File: config.mk
export PLATFORM = sky130hd
export DESIGN_NAME = div_unit
export DESIGN_NICKNAME = d
export VERILOG_FILES = /design/src/rtl/div_unit_pkg.sv /design/src/rtl/div_unit_step.sv /design/src/rtl/div_unit.sv
export SDC_FILE = /design/constraint.sdc
export NUM_CORES = 1
export LEC_CHECK = 0
export ABC_AREA = 1
export BUFFER_PORTS_ARGS = -buffer_cell sky130_fd_sc_hd__buf_2
export CAP_MARGIN = 10
export CORE_UTILIZATION = 35
export CTS_BUF_LIST = sky130_fd_sc_hd__clkbuf_2 sky130_fd_sc_hd__clkbuf_4 sky130_fd_sc_hd__clkbuf_8
export DETAILED_ROUTE_END_ITERATION = 6
export GPL_ROUTABILITY_DRIVEN = 0
export PLACE_DENSITY = 0.49
export SYNTH_ARGS = -nofsm -noshare
export SYNTH_HDL_FRONTEND = slang
export SYNTH_SLANG_ARGS = --single-unit
File: constraint.sdc
create_clock -name clock -period 7.5 [get_ports clock]
set_input_delay 1.5 -clock clock [delete_from_list [all_inputs] [get_ports clock]]
set_output_delay 1.5 -clock clock [all_outputs]
set_load 0.03 [all_outputs]
File: src/rtl/div_unit_pkg.sv
// Shared definitions for the iterative divider: FSM state type and the
// execute-stage sizing constants.
package div_unit_pkg;

    localparam int XLEN    = 32;
    localparam int BMASK_W = 4;
    localparam int ALU_num = 3;
    localparam int TAG_W   = 6;

    typedef enum logic [1:0] {
        IDLE = 2'd0,
        BUSY = 2'd1,
        DONE = 2'd2
    } div_state_e;

endpackage

File: src/rtl/div_unit_step.sv
// One restoring-division iteration: shift {rem,quo} left by one, trial-subtract
// the divisor and keep the difference only when it did not go negative.
module div_step #(
    parameter int XLEN = 32
) (
    input  logic [XLEN-1:0] rem,
    input  logic [XLEN-1:0] quo,
    input  logic [XLEN-1:0] divisor,
    output logic [XLEN-1:0] rem_next,
    output logic [XLEN-1:0] quo_next
);

    logic [XLEN:0] rem_sh;
    logic [XLEN:0] diff;

    always_comb begin
        rem_sh   = {rem, quo[XLEN-1]};
        diff     = rem_sh - {1'b0, divisor};
        // diff[XLEN] is the borrow: set means the trial subtraction failed.
        quo_next = {quo[XLEN-2:0], ~diff[XLEN]};
        rem_next = diff[XLEN] ? rem_sh[XLEN-1:0] : diff[XLEN-1:0];
    end

endmodule

File: src/rtl/div_unit.sv
// Iterative radix-2 divider functional unit: one op in flight, tagged and
// branch-masked, result held until acknowledged or squashed.
module div_unit
    import div_unit_pkg::*;
#(
    parameter int XLEN    = div_unit_pkg::XLEN,
    parameter int BMASK_W = div_unit_pkg::BMASK_W,
    parameter int CLR_N   = div_unit_pkg::ALU_num,
    parameter int TAG_W   = div_unit_pkg::TAG_W
) (
    input  logic                               clock,
    input  logic                               reset,
    input  logic                               start,
    output logic                               ready,
    input  logic                               sign,
    input  logic [XLEN-1:0]                    dividend,
    input  logic [XLEN-1:0]                    divisor,
    input  logic [TAG_W-1:0]                   tag_in,
    input  logic [BMASK_W-1:0]                 b_mask_in,
    input  logic                               clean_brat_en,
    input  logic [$clog2(BMASK_W)-1:0]         clean_brat_num,
    input  logic [CLR_N-1:0]                   clean_bit_brat_en,
    input  logic [CLR_N*$clog2(BMASK_W)-1:0]   clean_bit_brat_num,
    output logic                               done,
    input  logic                               result_ack,
    output logic [XLEN-1:0]                    quotient,
    output logic [XLEN-1:0]                    remainder,
    output logic [TAG_W-1:0]                   tag_out,
    output logic [BMASK_W-1:0]                 b_mask_out
);

    localparam int BIDX_W = $clog2(BMASK_W);
    localparam int CNT_W  = $clog2(XLEN);
    localparam logic [CNT_W-1:0] LAST_STEP = CNT_W'(XLEN - 1);

    div_state_e         state, next_state;
    logic [CNT_W-1:0]   count;
    logic [XLEN-1:0]    rem_q, quo_q, div_q;
    logic [XLEN-1:0]    rem_next, quo_next;
    logic [XLEN-1:0]    quotient_q, remainder_q;
    logic [TAG_W-1:0]   tag_q;
    logic [BMASK_W-1:0] b_mask_q;
    logic               neg_quo, neg_rem;

    logic [BMASK_W-1:0] clear_vec;
    logic               start_squash, held_squash, accept;
    logic               a_neg, b_neg;
    logic [XLEN-1:0]    a_mag, b_mag;

    div_step #(.XLEN(XLEN)) u_step (
        .rem      (rem_q),
        .quo      (quo_q),
        .divisor  (div_q),
        .rem_next (rem_next),
        .quo_next (quo_next)
    );

    always_comb begin
        // NOTE: every always_comb output gets a default first so no path can infer a latch.
        clear_vec = '0;
        for (int j = 0; j < CLR_N; j++) begin
            if (clean_bit_brat_en[j]) begin
                clear_vec[clean_bit_brat_num[j*BIDX_W +: BIDX_W]] = 1'b1;
            end
        end
    end

    // Squash tests use the mask before this cycle's clears are applied.
    assign start_squash = clean_brat_en && b_mask_in[clean_brat_num];
    assign held_squash  = clean_brat_en && b_mask_q[clean_brat_num] && (state != IDLE);
    assign accept       = (state == IDLE) && start && !start_squash;

    assign a_neg = sign && dividend[XLEN-1];
    assign b_neg = sign && divisor[XLEN-1];
    assign a_mag = a_neg ? -dividend : dividend;
    assign b_mag = b_neg ? -divisor : divisor;

    always_ff @(posedge clock or posedge reset) begin
        if (reset) state <= IDLE;
        else       state <= next_state;
    end

    always_comb begin
        next_state = state;
        case (state)
            IDLE: if (accept) next_state = BUSY;
            BUSY: begin
                if (held_squash)             next_state = IDLE;
                else if (count == LAST_STEP) next_state = DONE;
            end
            DONE: if (held_squash || result_ack) next_state = IDLE;
            default: next_state = IDLE;
        endcase
    end

    // NOTE: all registered state uses non-blocking assignments so every register samples pre-edge values.
    always_ff @(posedge clock or posedge reset) begin
        if (reset) begin
            count       <= '0;
            rem_q       <= '0;
            quo_q       <= '0;
            div_q       <= '0;
            quotient_q  <= '0;
            remainder_q <= '0;
            tag_q       <= '0;
            b_mask_q    <= '0;
            neg_quo     <= 1'b0;
            neg_rem     <= 1'b0;
        end else if (accept) begin
            count    <= '0;
            rem_q    <= '0;
            quo_q    <= a_mag;
            div_q    <= b_mag;
            tag_q    <= tag_in;
            b_mask_q <= b_mask_in & ~clear_vec;
            // Divide-by-zero keeps the all-ones quotient unsigned.
            neg_quo  <= (a_neg ^ b_neg) && (divisor != '0);
            neg_rem  <= a_neg;
        end else if (held_squash) begin
            count       <= '0;
            rem_q       <= '0;
            quo_q       <= '0;
            div_q       <= '0;
            quotient_q  <= '0;
            remainder_q <= '0;
            tag_q       <= '0;
            b_mask_q    <= '0;
            neg_quo     <= 1'b0;
            neg_rem     <= 1'b0;
        end else begin
            b_mask_q <= b_mask_q & ~clear_vec;
            if (state == BUSY) begin
                rem_q <= rem_next;
                quo_q <= quo_next;
                count <= count + 1'b1;
                if (count == LAST_STEP) begin
                    quotient_q  <= neg_quo ? -quo_next : quo_next;
                    remainder_q <= neg_rem ? -rem_next : rem_next;
                end
            end
        end
    end

    assign ready      = (state == IDLE);
    assign done       = (state == DONE);
    assign quotient   = quotient_q;
    assign remainder  = remainder_q;
    assign tag_out    = tag_q;
    assign b_mask_out = b_mask_q;

endmodule

# After elaboration in Yosys (flattened, before gate mapping)
# Index checks and enable logic that the tools add are counted.
# Widths: inputs -> output; s select.
[totals]
elab_cells = 107
regBits = 179
inputBits = 91
out_inout_bits = 76
[classes]
n_mux = 47
reduce_logical = 22
bitwise = 8
n_lt_le_gt_ge = 7
addsub = 6
n_eq_ne = 6
[op_table]
columns = ["operator", "count"]
rows = [
  ["$mux 32", 19],
  ["$neg 32->32", 4],
  ["$sub 33x32->33", 1],
  ["$reduce_bool 32->1", 1],
  ["$mux 4", 5],
  ["$mux 5", 3],
  ["$lt 2x3->1 const B", 4],
  ["$mux 6", 2],
  ["$logic_and 1x1->1", 11],
  ["$and 4x4->4", 2],
  ["$mux 1", 8],
  ["$mux 2", 4],
  ["$or 4x4->4", 2],
  ["$reduce_bool 2->1", 4],
  ["$demux 1 s2", 3],
  ["$ge 2x1->1 const B", 3],
  ["$pmux 2 s3", 1],
  ["$reduce_and 3->1", 2],
  ["$add 5x1->5 const B", 1],
  ["$eq 5x5->1 const B", 1],
  ["$bmux 1 s2", 2],
  ["$ne 2x1->1 const B", 2],
  ["$not 4->4", 1],
  ["$ne 3x3->1 const B", 1],
  ["other kinds (8)", 9],
]

# Longest topological paths before layout
# Gate-level depths: netlist of run 1.
[logic_depth]
word_depth = 13
depth_mapped = 30
ltp_nobuf = 29

# Modules after synthesis
# A second synthesis of run 1 with hierarchy kept.
[unflattened]
hier_cells = 2327
area_unflattened_um2 = 14363.8
[modules_own_cells]
columns = ["module", "seq_area_each_um2", "n_inst", "cells_per_inst", "area_per_inst_um2"]
rows = [
  ["div_unit", 4479.3, 1, 1613, 10968.0],
  ["div_step", 0.0, 1, 714, 3395.8],
]

# Worst setup path after synthesis of run 1
# OpenSTA, ideal clock, no wires.
[synth_path]
path_kind = "register -> register"
startpoint = "reg quo_q[31]"
endpoint = "reg quotient_q[30], in the netlist quotient[30]"
n_path_buf = 1
setup_time_ns = 0.076
arrival_ns = 3.668
setup_slack_ns = 3.756
path_stages_with_launch = 30
required_ns = 7.424
period_less_slack_ns = 3.744
cell_sequence = "dfrtp_1 > inv_1 > ha_1 > inv_1 > fa_1 > nand2_1 > nand2_1 > nand3_1 > nand2_2 > nand2_2 > nand2_2 > nand2_4 > nand3_4 > nand2_8 > buf_4 > ha_1 > nand3_1 > nor3_1 > nand4_1 > nor2_1 > nand3_1 > nor2_1 > inv_1 > nor3_1 > nand2_1 > nand2_1 > inv_1 > o21ai_1 > nand2_1 > o21ai_1"
[synth_between]
elab_chain_len = 7
[synth_rtl]
columns = ["item", "line_no", "source"]
rows = [
  ["from (decl)", "div_unit.sv:38", "logic [XLEN-1:0] rem_q, quo_q, div_q;"],
  ["from (signal assigned)", "div_unit.sv:112", "quo_q <= a_mag;"],
  ["from (signal assigned)", "div_unit.sv:134", "quo_q <= quo_next;"],
  ["$sub 33x32->33", "div_unit_step.sv:18", "diff = rem_sh - {1'b0, divisor};"],
  ["$not 1->1", "div_unit_step.sv:20", "quo_next = {quo[XLEN-2:0], ~diff[XLEN]};"],
  ["$neg 32->32", "div_unit.sv:137", "quotient_q <= neg_quo ? -quo_next : quo_next;"],
  ["$mux 32", "div_unit.sv:137", ""],
  ["$mux 32", "div_unit.sv:136", "if (count == LAST_STEP) begin"],
  ["$mux 32", "div_unit.sv:132", "if (state == BUSY) begin"],
  ["$mux 32", "div_unit.sv:119", "end else if (held_squash) begin"],
  ["to (signal assigned)", "div_unit.sv:137", ""],
  ["to (decl)", "div_unit.sv:40", "logic [XLEN-1:0] quotient_q, remainder_q;"],
]
# No other way between the ends. The select of a mux whose other input is x is not followed.
# A chain may end at the register's enable or synchronous reset.

# Final worst setup path of run 1
# Ends and elaborated chain as after synthesis.

==> results of run 1 <==
[cell families (layout without fill, tap and decap cells)]
logic type / after synthesis / in the layout
DFF: 179 / 179
other: 0 / 1
xor gates and xnor gates: 26 / 26
AOI/OAI and AO/OA: 386 / 386
buffers and inverters: 401 / 538
and+or+nand+nor: 1093 / 1093
adders and majority gates: 39 / 39
[registers in the layout, summed over array words and instances (netlist names)]
| name | flops |
|---|---|
| state | 2 |
| div_q | 32 |
| rem_q | 32 |
| quo_q | 32 |
| tag_out | 6 |
| count | 5 |
| remainder | 32 |
| quotient | 32 |
| neg_quo | 1 |
| b_mask_out | 4 |
| neg_rem | 1 |
[worst paths after layout]
kind	startpoint	end	slack [ns]	depth (start not counted)
min in group asynchronous	reset	remainder[29]$_DFFE_PP0P_	1.15	2
worst max register to register	quo_q[31]$_DFFE_PP0P_	quotient[30]$_DFFE_PP0P_	2.94	28
max in group asynchronous	reset	div_q[25]$_DFFE_PP0P_	4.87	3
worst min-delay path	remainder[19]$_DFFE_PP0P_	remainder[19]$_DFFE_PP0P_	0.48	2
worst max-delay path	quo_q[31]$_DFFE_PP0P_	quotient[30]$_DFFE_PP0P_	2.94	28
worst min register to register	remainder[19]$_DFFE_PP0P_	remainder[19]$_DFFE_PP0P_	0.48	2
[cells in the mapped netlist, drive strengths merged (4+ instances only)]
cell type / number / share of area [%]
o21ai: 167 / 6.2
buf: 22 / 1.2
a21oi: 95 / 3.6
and2: 6 / 0.27
a31oi: 9 / 0.41
clkbuf: 46 / 1.3
nand4: 20 / 0.91
xnor2: 6 / 0.38
o31ai: 11 / 0.60
o22ai: 39 / 1.8
nor2: 181 / 5.3
nor3: 35 / 1.3
xor2: 20 / 1.3
o211ai: 4 / 0.22
a22oi: 19 / 1.0
o32ai: 9 / 0.57
and3: 5 / 0.23
o21bai: 7 / 0.38
inv: 330 / 9.0
a22o: 11 / 0.70
dfrtp: 179 / 33
nand3b: 11 / 0.60
ha: 38 / 3.4
nand3: 146 / 5.7
a21o: 4 / 0.22
nor4: 7 / 0.32
nand2: 678 / 20
[stage by stage]
| stage | std cells | util, % | hold slack (ns) | setup slack (ns) |
|---|---|---|---|---|
| 4_1_cts | 2779 | 39.7 | 0.487 | 2.94 |
| 3_3_place_gp | 2748 | 38.8 | 0.460 | 3.00 |
| 3_5_place_dp | 2748 | 38.8 | 0.462 | 2.94 |
| 5_1_grt | 2779 | 39.7 | 0.507 | 2.42 |
| 6_report | 2780 | 39.8 | 0.483 | 2.94 |
| 2_1_floorplan | 2124 | - | 0.457 | 1.14 |
[worst max-delay path, delay by kind of cell, from the launching register on]
kind | cells | cell delay [ns]
compound gates | 2 | 0.25
simple gates | 19 | 2.72
fa+ha+maj | 3 | 0.81
buf+inv | 4 | 0.32
flops | 1 | 0.37
[layer usage]
metal	wire length, um	GRT usage, %	vias to the layer above
met5	0	0	-
met4	956	6.24	0
met3	2230	3.54	42
met2	21900	39.4	352
met1	22400	33.1	6510
li1	-	-	7128
[layout make-up]
class	count	area, um2
repair buffers	174	891
diodes	1	2.50
inverters	333	1260
clock inverters	13	144
fillers	4263	23300
clock buffers	18	241
multi-input cells	1544	7730
well taps	518	648
flip-flops and latches	179	4480
==> impl_results.md, run 1 <==
* Initial Util at 35.6%
* Share of layout cells above drive strength 1 at 12.7%
* CTS max path bufs at 2
* Total iterations of the first detailed-routing run at 7
* Area after DPL at 15000 um2
* Final ANT Viol Nets at 0
* Cts hold-fix bufs at 0
* RSZ-0062 raised after global routing: no
* Post-synthesis compound-gate area fraction at 16.4%
* Setup Fix Bufs, Post-CTS at 0
* Sequential area share after synthesis at 32.5%
* Num CTS Buffers at 17
* CP endpoint kind: flip-flop
* Worst-path maximum fanout at 46
* # clock sinks at 179
* Detailed Place HPWL at 37100 um
* Commonest non-fill, non-tap cell in the layout: nand2_1
* Post-DR vias/cell at 5.05
* Synth Area in XOR/XNOR at 1.65%
* Predominant post-synthesis flop cell: dfrtp_1
* Worst min-delay path class: flip-flop to flip-flop
* FMAX at 0.219 GHz
* Worst skew pair latency at 0.50 ns
* Ys async rst share at 100%
* Die height at 200 um
* Failing checks: design-rule violations
* Setup TNS at 0 ns
* Root buffer selected by CTS: clkbuf_8
* CP max stage cell: fa_1
* # setup viols final at 0
* Largest net degree at the start of global routing at 115
* WL/cell at 17.1 um
* Worst-path clk slew at 0.11 ns
* WP data arrival at 5.00 ns
* Via count at 14000
* Number of flops mapped to enable cells by yosys at 0
* Max-slew violation count at 0
* Gr ovfl total at 0
* Final min period at 4.56 ns
* Outcome: finished with violations
* GR Util All Layers at 24.0%
* First-pass GRT wire length at 75200 um
* Worst-margin pin slew at 1.21 ns
* Required time worst endpoint at 7.94 ns
* Post-Syn Area at 13800 um2
* # H-tree levels at 4
* Worst rel slew slack at 19.3%
* CTS tree: yes
* Distinct cells, synth at 57
* Post-synthesis adder-cell area fraction at 3.60%
* Post_cts resized at 0
* Crit-path most repeated cell: nand2_1
* Aggregate routed wire length at 47500 um
* Avg Cell Area, Syn at 6.49 um2
* Most frequent cells in the layout: nand2_1, inv_1, dfrtp_1
* Iteration-0 DRC Markers at 1066
* Number of synthesized register bits at 179
* Period utilisation layout at 60.8%
* Synth-to-Final Area Change at 11.7%
* Final hold vios at 0
* Final Skew at 0.0203 ns
* Simple-Gate Fraction of Synth Area at 34.3%
* Synth Instances at 2124
* Post-Layout Inst Area at 15400 um2
* MaxCap Viol Count at 0
* Vias in the first global route at 13300
* I/O pin cnt at 167
* Port bufs at 166
* YS warnings at 0
* Die area at 40200 um2
* Nets at 2379
* Setup crit start kind: flip-flop
* CP Class: flip-flop to flip-flop
* Site Rows at 72
* Die W at 200 um
* Mux share of post-synthesis cell area at 0%
* Core region area at 38700 um2
* Largest family of logic cells by synthesized area: simple AND/OR/NAND/NOR gates
* Syn Nets at 2254
* Post-route DRC at 2
* Slowest cell delay on critical path at 0.43 ns
* Initial antenna violation count at 0
Power of run 1 is not shown: default switching activity piles up to over one toggle a cycle in this logic, so the estimate is an artifact.
==> run 2: changes to the inputs <==
==> constraint.sdc (replaced) <==
create_clock -name clock -period 4.8 [get_ports clock]
set_input_delay 0.96 -clock clock [delete_from_list [all_inputs] [get_ports clock]]
set_output_delay 0.96 -clock clock [all_outputs]
set_load 0.03 [all_outputs]
==> run 2 against run 1 <==
Highest routed layer is now met5. Sequential cell count is the same. Register-to-register slack got worse by 2.3 ns. Critical path depth down 3. Worst setup slack worse by 2.3 ns. First-iteration DRC count shrank 13%. Fmax rose by 11%. Count of clock-buffer cells in the layout shrank 1. Sequential share of layout area shrank 0.23 points. The run now ends clean. Clock skew grew 0.00076 ns. Routed wire length increased by 1.4%.
==> impl_results.md, run 2 (synthesis gave the netlist of run 1 again) <==
* Worst min-delay path class: flip-flop to flip-flop
* Aggregate routed wire length at 48200 um
* Die area at 40200 um2
* GR Util All Layers at 24.3%
* WP data arrival at 4.55 ns
* Setup crit start kind: flip-flop
* Root buffer selected by CTS: clkbuf_8
* Worst-path maximum fanout at 13
* Final min period at 4.12 ns
* CP endpoint kind: flip-flop
* Final Skew at 0.0210 ns
* Largest net degree at the start of global routing at 94
* Vias in the first global route at 13400
* CP Class: flip-flop to flip-flop
* Total iterations of the first detailed-routing run at 5
* Die W at 200 um
* Core region area at 38700 um2
* Max-slew violation count at 0
* Num CTS Buffers at 17
* Setup Fix Bufs, Post-CTS at 0
* RSZ-0062 raised after global routing: no
* Site Rows at 72
* I/O pin cnt at 167
* Most frequent cells in the layout: nand2_1, inv_1, dfrtp_1
* # clock sinks at 179
* Detailed Place HPWL at 37400 um
* Setup TNS at 0 ns
* DP Worst Slack at 0.602 ns
* WL/cell at 17.3 um
* Via count at 14100
* Synth-to-Final Area Change at 12.6%
* Final setup margin at 0.681 ns
* MaxCap Viol Count at 0
* Initial Util at 35.6%
* First-pass GRT wire length at 75500 um
* Post-DR vias/cell at 5.05
* Final hold vios at 0
* Commonest non-fill, non-tap cell in the layout: nand2_1
* Worst rel slew slack at 37.7%
* Final ANT Viol Nets at 0
* Worst-margin pin slew at 0.935 ns
* Port bufs at 166
* Worst-path clk slew at 0.11 ns
* # setup viols final at 0
* CTS tree: yes
* Gr ovfl total at 0
* Post-route DRC at 0
* FMAX at 0.243 GHz
* Period utilisation layout at 85.8%
* Worst skew pair latency at 0.51 ns
* # H-tree levels at 4
* Share of layout cells above drive strength 1 at 13.1%
* Die height at 200 um
* Final core utilization at 40.1%
* CTS max path bufs at 2
* Outcome: finished clean
* Iteration-0 DRC Markers at 927
* Required time worst endpoint at 5.24 ns
* Nets at 2387
* Initial antenna violation count at 2
-- run 2: cell type report --
cell class / instances / area (um2)
tap: 518 / 648
antenna: 1 / 2.50
multi-input combinational: 1544 / 7740
fill: 4241 / 23200
inverter: 333 / 1250
clock buffer: 17 / 234
sequential: 179 / 4480
clock inverter: 15 / 189
timing repair buffer: 182 / 976
-- run 2: layer usage --
| metal | GRT usage [%] | vias up | routed length, um |
|---|---|---|---|
| met5 | 0 | - | 8 |
| met4 | 6.87 | 2 | 1100 |
| met3 | 4.03 | 61 | 2550 |
| met2 | 38.7 | 371 | 21900 |
| met1 | 33.7 | 6516 | 22600 |
| li1 | - | 7125 | - |
-- run 2: worst paths after layout --
kind,start,end,slack (ns),cells past startpoint
worst min-delay path,remainder[29]$_DFFE_PP0P_,remainder[29]$_DFFE_PP0P_,0.48,2
worst max register to register,div_q[28]$_DFFE_PP0P_,quotient[30]$_DFFE_PP0P_,0.68,25
worst min register to register,remainder[29]$_DFFE_PP0P_,remainder[29]$_DFFE_PP0P_,0.48,2
min in group asynchronous,reset,remainder[26]$_DFFE_PP0P_,0.61,3
worst max-delay path,div_q[28]$_DFFE_PP0P_,quotient[30]$_DFFE_PP0P_,0.68,25
max in group asynchronous,reset,state[1]$_DFFE_PP0P_,3.73,3
-- run 2: timing repair --
item | in CTS | in global routing
setup endpoints to repair | 0 | 2
resized for setup | 0 | 1
hold buffers | 0 | 0
-- run 2: worst max-delay path, stage by stage (launching register included) --
cell and delay (ns):
dfrtp_1 0.33, inv_1 0.12, ha_1 0.40, nand2_1 0.13, nor2_1 0.16, nand2_1 0.13
nor2_1 0.24, nand2_4 0.12, nand2_4 0.10, nand2_4 0.12, nand2_8 0.10, ha_1 0.16
nand3_1 0.13, nor3_2 0.21, nand4_1 0.20, nor2_1 0.21, nand3_1 0.15, nor2_1 0.12
inv_1 0.06, nor3_1 0.22, nand2_1 0.09, nand2_1 0.09, inv_1 0.11, o21ai_1 0.15
nand2_1 0.07, o21ai_1 0.13
-- run 2: metrics by stage --
step / instance area (um2) / cells / hold slack, ns
final: 15500 / 2789 / 0.485
after global routing: 15500 / 2788 / 0.519
after CTS: 15500 / 2788 / 0.493
after detailed placement: 15100 / 2756 / 0.466
after global placement: 15100 / 2756 / 0.459
after floorplan: 13800 / 2124 / 0.457
Power of run 2 is left out for the same reason.
